$ cat src/rtl/audio_gain.sv
// Stereo volume stage: pops an L/R pair, multiplies by GAIN, dequantizes, rescales and pushes the pair.
// Optional output clamping is enabled with `define AUDIO_GAIN_SATURATE_EN (default: wrap-around).
module audio_gain #(
   parameter int                           DATA_SIZE  = 32,
   parameter logic signed [DATA_SIZE-1:0]  GAIN       = 'h400,
   parameter int                           QUANT_BITS = 10,
   parameter int                           OUT_SHIFT  = 4
) (
   input  logic                          clock,
   input  logic                          reset,
   input  logic signed [DATA_SIZE-1:0]   left_in,
   input  logic                          left_empty,
   output logic                          left_rd_en,
   input  logic signed [DATA_SIZE-1:0]   right_in,
   input  logic                          right_empty,
   output logic                          right_rd_en,
   output logic signed [DATA_SIZE-1:0]   left_out,
   input  logic                          left_full,
   output logic                          left_wr_en,
   output logic signed [DATA_SIZE-1:0]   right_out,
   input  logic                          right_full,
   output logic                          right_wr_en
);

   localparam int PROD_W  = 2 * DATA_SIZE;
   localparam int SCALE_W = PROD_W + OUT_SHIFT;

   localparam logic signed [PROD_W-1:0] GAIN_EXT = PROD_W'(GAIN);

`ifdef AUDIO_GAIN_SATURATE_EN
   localparam logic signed [SCALE_W-1:0] SAT_MAX =
      {{(SCALE_W-DATA_SIZE+1){1'b0}}, {(DATA_SIZE-1){1'b1}}};
   localparam logic signed [SCALE_W-1:0] SAT_MIN =
      {{(SCALE_W-DATA_SIZE+1){1'b1}}, {(DATA_SIZE-1){1'b0}}};
`endif

   typedef enum logic [1:0] {
      S_READ  = 2'd0,
      S_MULT  = 2'd1,
      S_SCALE = 2'd2,
      S_WRITE = 2'd3
   } state_t;

   state_t state, next_state;

   logic signed [DATA_SIZE-1:0] left_p0, right_p0;
   logic signed [PROD_W-1:0]    left_p1, right_p1;
   logic signed [DATA_SIZE-1:0] left_p2, right_p2;

   logic pop, push;

   // Arithmetic right shift floors toward -inf before the output left shift.
   function automatic logic signed [SCALE_W-1:0] scale(input logic signed [PROD_W-1:0] p);
      logic signed [SCALE_W-1:0] q;
      q = SCALE_W'(p >>> QUANT_BITS);
      return q <<< OUT_SHIFT;
   endfunction

   function automatic logic signed [DATA_SIZE-1:0] to_out(input logic signed [SCALE_W-1:0] s);
`ifdef AUDIO_GAIN_SATURATE_EN
      if (s > SAT_MAX)
         return {1'b0, {(DATA_SIZE-1){1'b1}}};
      else if (s < SAT_MIN)
         return {1'b1, {(DATA_SIZE-1){1'b0}}};
      else
         return s[DATA_SIZE-1:0];
`else
      return s[DATA_SIZE-1:0];
`endif
   endfunction

   always_ff @(posedge clock or negedge reset) begin
      if (!reset)
         state <= S_READ;
      else
         state <= next_state;
   end

   always_comb begin
      next_state = state;
      case (state)
         S_READ:  if (pop) next_state = S_MULT;
         S_MULT:  next_state = S_SCALE;
         S_SCALE: next_state = S_WRITE;
         S_WRITE: if (push) next_state = S_READ;
         default: next_state = S_READ;
      endcase
   end

   // Handshakes are gated by reset so they drop the moment reset asserts.
   always_comb begin
      pop  = reset && (state == S_READ)  && !left_empty && !right_empty;
      push = reset && (state == S_WRITE) && !left_full  && !right_full;
      left_rd_en  = pop;
      right_rd_en = pop;
      left_wr_en  = push;
      right_wr_en = push;
   end

   always_ff @(posedge clock or negedge reset) begin
      if (!reset) begin
         left_p0  <= '0;
         right_p0 <= '0;
         left_p1  <= '0;
         right_p1 <= '0;
         left_p2  <= '0;
         right_p2 <= '0;
      end else begin
         // p0: captured input pair
         if (pop) begin
            left_p0  <= left_in;
            right_p0 <= right_in;
         end
         // p1: full-width products
         if (state == S_MULT) begin
            left_p1  <= PROD_W'(left_p0)  * GAIN_EXT;
            right_p1 <= PROD_W'(right_p0) * GAIN_EXT;
         end
         // p2: scaled output samples, held through any back-pressure stall
         if (state == S_SCALE) begin
            left_p2  <= to_out(scale(left_p1));
            right_p2 <= to_out(scale(right_p1));
         end
      end
   end

   assign left_out  = left_p2;
   assign right_out = right_p2;

endmodule

$ cat config.mk
export PLATFORM = sky130hd
export DESIGN_NAME = audio_gain
export DESIGN_NICKNAME = d
export VERILOG_FILES = /design/src/rtl/audio_gain.sv
export SDC_FILE = /design/constraint.sdc
export NUM_CORES = 1
export LEC_CHECK = 0
export ABC_AREA = 1
export BUFFER_PORTS_ARGS = -buffer_cell sky130_fd_sc_hd__buf_2
export CAP_MARGIN = 20
export CORE_ASPECT_RATIO = 0.7
export CORE_UTILIZATION = 41
export CTS_CLUSTER_DIAMETER = 150
export CTS_CLUSTER_SIZE = 16
export DETAILED_ROUTE_END_ITERATION = 6
export PLACE_DENSITY = 0.6
export SYNTH_ARGS = -nofsm -noshare
export SYNTH_HDL_FRONTEND = slang
export SYNTH_SLANG_ARGS = --single-unit
$ cat constraint.sdc
create_clock -name clock -period 1.45 [get_ports clock]
set_input_delay 0.0725 -clock clock [delete_from_list [all_inputs] [get_ports clock]]
set_output_delay 0.0725 -clock clock [all_outputs]
set_load 0.005 [all_outputs]
Word level (Yosys, flattened, before mapping)
Cells that the tools add are included.
Widths: inputs -> output; s select.

word-level totals
  flip-flop bits (word level) = 170
  input bits = 70
  output and inout port bits = 68
  word-level logic and storage cells = 27

cells by class
  equality and inequality tests = 5
  mux-type cells = 3
  reduce and logical (&&, ||, !) cells = 12

operators by type and width
  cell                number
  $pmux 2 s4          1
  $logic_and 1x1->1   6
  $eq 2x2->1 const B  2
  $logic_not 1->1     4
  $mux 2              2
  $ne 2x2->1 const B  2
  $eq 2x1->1 const B  1
  $logic_not 2->1     1
  $reduce_and 2->1    1

Depth between registers and ports, before layout
  depth after elaboration = 6
  depth in mapped cells = 10
  depth with buffers taken out = 9

Least setup slack after synthesis
Ideal clock, no wire load.

  kind = register -> register
  start = reg state[0]
  end = reg left_p0[0]
  setup time = 116 ps
  arrival time = 1191 ps
  required time = 1334 ps
  setup slack = 142 ps
  cell stages (with the launch flop) = 11
  path buffers = 2
  clock period less this slack = 1308 ps
  cell sequence = dfrtp_1 -> inv_1 -> ha_1 -> nand2_1 -> inv_2 -> nand2_2 -> inv_2 -> buf_6 -> buf_6 -> nand2_1 -> nand2_1

on the way
  word-level cells in the longest chain between the ends = 4

RTL lines
  what                             RTL line  source
  from (decl)                      44        state_t state, next_state;
  from (signal assigned)           76        state <= next_state;
  $logic_not 2->1                  92        pop = reset && (state == S_READ) && !left_empty && !right_empty;
  $logic_and 1x1->1 (3 in series)  92
  to (signal assigned)             111       left_p0 <= left_in;
  to (decl)                        46        logic signed [DATA_SIZE-1:0] left_p0, right_p0;

No other way between the ends.
A chain may end at the register's enable or synchronous reset.

Worst setup path after layout
  start = reg state[0]
  end = out left_rd_en

on the way
  word-level cells in the longest chain between the ends = 4

RTL lines
  what                             RTL line  source
  $logic_not 2->1                  92
  $logic_and 1x1->1 (3 in series)  92
  to (decl)                        13        output logic left_rd_en,

No other way between the ends.

==> key figures <==
Layout
  • Area Overhead vs Synth: 35.8%
  • Fin nets: between 900 and 1000
  • Antenna Cells: 0
  • Core Util, Final: between 50% and 60%
  • FILL cells: 1346
  • Share of cells above drive strength 1: between 20% and 30%
  • Final Non-Filler Cells: between 1000 and 1500

Critical path
  • Crit path DAT: 1480 ps
  • Setup crit start kind: flop
  • Critical path data required time: about 1400 ps
  • Largest fanout on the critical path: 4
  • Setup slack, reg-to-reg: around 10 ps
  • CP Capture Type: output pin
  • Crit path kind: reg -> out

Place
  • IO buf count: between 100 and 150
  • Pre-CTS setup slack: -11.1 ps
  • DP HPWL: 8530 microns
  • Final estimated routing congestion in global placement: 0.754
  • Inst Count DP: 988

Hold path
  • Worst hold path class: in -> async

STA
  • Slew Limit Fails: 0
  • Max Clk Rate: roughly 640 MHz
  • Fin crit share: 107%
  • Final hold viol count: 0
  • RSZ-0062 raised after global routing: yes
  • Final worst slack: -105 ps
  • Fin crit period: ~1600 ps
  • Finish-stage setup viols: 4
  • Least-Margin Pin Slew: about 870 ps
  • Clk_skew: approximately 10 ps
  • Max-slew headroom: roughly two fifths

Detailed routing
  • Final WL: 15700 microns
  • Residual DRC: 13
  • Vias/cell: 4.62
  • Via count: between 5000 and 6000
  • First-pass DRT Iterations: 7
  • ANT nets after route: 0
  • Drt initial violations: about 330
  • DR WL/cell: 14.4 microns

Logic synthesis
  • Mean Syn Cell Area: ~9.4 sq um
  • Async set-or-reset flop fraction in the synthesized netlist: 100%
  • Ys flop type: dfrtp_1
  • Synth warn: 0
  • Register area share after synthesis: between 60% and 70%
  • Number of synthesized flops with an enable pin: 0
  • Yosys top cell by area: dfrtp_1
  • Top cell type's share of synthesized area: roughly two thirds
  • Top cells by area, synth: dfrtp_1, nand2_1, o21ai_0
  • Gate Count Post-Synth: 692
  • Post-synth cell types: 16
  • Mapped Area: 0.00650 sq mm
  • Top-count cell post-synth: nand2_1
  • Synth top cells by count: nand2_1, dfrtp_1, o21ai_0, inv_1, buf_2
  • Post-synthesis register bit count: 170

Die
  • Core Area: around 0.015 sq mm
  • Die footprint: 0.0164 sq mm
  • Cell Rows: 38
  • Die H: between 100 and 150 microns
  • Io pins: around 140
  • Starting density of the core: about two fifths
  • Die Wd: between 150 and 200 microns

Job
  • Max_cap viols: 0

CTS
  • Clock latency on the worst-skew pair: between 400 and 500 ps
  • CTS tree: built
  • H-tree depth: 4
  • Clock Path Buffers: 2
  • Clk sink count: 170
  • Root buf cell: clkbuf_16
  • Clock transition at path regs: around 60 ps
  • Cts bufs inserted: 17

GRT
  • Initial antenna violation count: 0
  • Grt ovf: 0
  • GRT Overall Usage: a little under a fifth
  • First-pass GRT wire length: 24000 microns
  • Vias in the first global route: 4977
  • Largest net degree at the start of global routing: between 90 and 100

Power and ir drop
  • Pwr Density: approximately 2100 mW/mm^2
  • Leak pwr: 4.55 nW
  • Peak supply drop: 944 uV

Outcome
  • Outcome: finished with violations
  • Violated checks: DRC, setup timing
## sequential cells by signal, summed over array words and instances (netlist names)
| register | cells |
|---|---|
| left_p1 | 28 |
| right_p1 | 28 |
| state | 2 |
| left_out | 28 |
| left_p0 | 28 |
| right_p0 | 28 |
| right_out | 28 |
## kinds of logic (layout without fill, tap and decap cells)
group                    after synthesis  in the layout  share of synthesized area [%]
flip-flops                           170            170                           65.4
buffers and inverters                109            302                           7.95
other                                  1              8                         0.0577
AND/OR/NAND/NOR                      296            296                           17.2
AO/OA/AOI/OAI                        112            112                           8.62
adder cells (fa/ha/maj)                4              4                          0.770
## layout make-up
class / count / area, sq um / share of cell area [%]
inverters: 63 / 246 / 2.79
well taps: 200 / 250 / 2.83
flip-flops and latches: 170 / 4250 / 48.2
repair buffers: 209 / 1690 / 19.1
clock buffers: 18 / 429 / 4.86
multi-input cells: 420 / 1820 / 20.6
clock inverters: 12 / 143 / 1.61
## cell usage in the layout, fill, tap and decap left out
cell type	count
buf_12	6
buf_16	3
buf_2	118
buf_4	11
buf_6	7
buf_8	1
bufinv_16	2
clkbuf_1	1
clkbuf_16	23
clkinvlp_4	6
conb_1	8
dfrtp_1	170
dlygate4sd3_1	57
ha_4	4
inv_1	57
inv_2	4
inv_4	1
inv_6	3
inv_8	2
nand2_1	288
nand2_2	2
nand2_4	1
nand3_1	2
nor2_1	2
o21ai_0	97
o21ai_1	15
or2_2	1
## routing by layer
| layer | track usage (%) | share of wire, % | up-vias |
|---|---|---|---|
| li1 | - | - | 2487 |
| met1 | 25.5 | 48 | 2406 |
| met2 | 29.9 | 45 | 138 |
| met3 | 4.75 | 5.4 | 12 |
| met4 | 5.99 | 0.94 | 0 |
| met5 | 0 | 0 | - |
## critical path, stage by stage, from the launching register on
cell and delay [ps]:
dfrtp_1 410, inv_2 90, ha_4 150, nand2_2 50, inv_2 60, nand2_4 50, inv_4 60, buf_12 100
buf_6 80
## final timing paths
| path | startpoint | endpoint | cells past startpoint |
|---|---|---|---|
| setup reg to reg | state[1]$_DFFE_PN0P_ | left_p1[22]$_DFFE_PN0N_ | 6 |
| setup / recovery | state[0]$_DFFE_PN0P_ | left_rd_en | 8 |
| hold / removal | reset | left_out[4]$_DFFE_PN0P_ | 2 |
| min in group clock | right_full | state[1]$_DFFE_PN0P_ | 7 |
| max in group asynchronous | reset | right_p1[19]$_DFFE_PN0N_ | 3 |
| hold reg to reg | left_p0[6]$_DFFE_PN0P_ | left_p0[6]$_DFFE_PN0P_ | 2 |
## report_power, final
| part | switching (mW) | leakage, nW | internal, mW | total [mW] |
|---|---|---|---|---|
| clock network | 1.90 | 0.259 | 2.54 | 4.45 |
| registers | 1.02 | 2.19 | 6.88 | 7.90 |
| logic | 3.36 | 2.11 | 2.72 | 6.08 |
| total | 6.28 | 4.55 | 12.1 | 18.4 |
## metrics by stage
stage | total power, mW | instance area, sq um | setup TNS, ps | hold WS [ps]
3_3_place_gp | 12.6 | 7330 | 0 | -109
3_5_place_dp | 12.9 | 7330 | -20.7 | -108
5_1_grt | 19.7 | 8830 | -2330 | 76.1
4_1_cts | 17.8 | 8620 | -305 | 74.5
6_report | 18.4 | 8830 | -287 | 85.3
2_1_floorplan | 10.8 | 6530 | 0 | -223
## repair_timing
action                                  in CTS  in global routing
resized for setup                           16                 25
setup buffers                                9                  1
endpoints found under the hold margin      156                  0
hold buffers                                57                  0
pin swaps                                    1                  1
endpoints found under the setup margin      32                131
cloned                                       1                  7
Note: power is estimated with default switching activity, not from simulation.
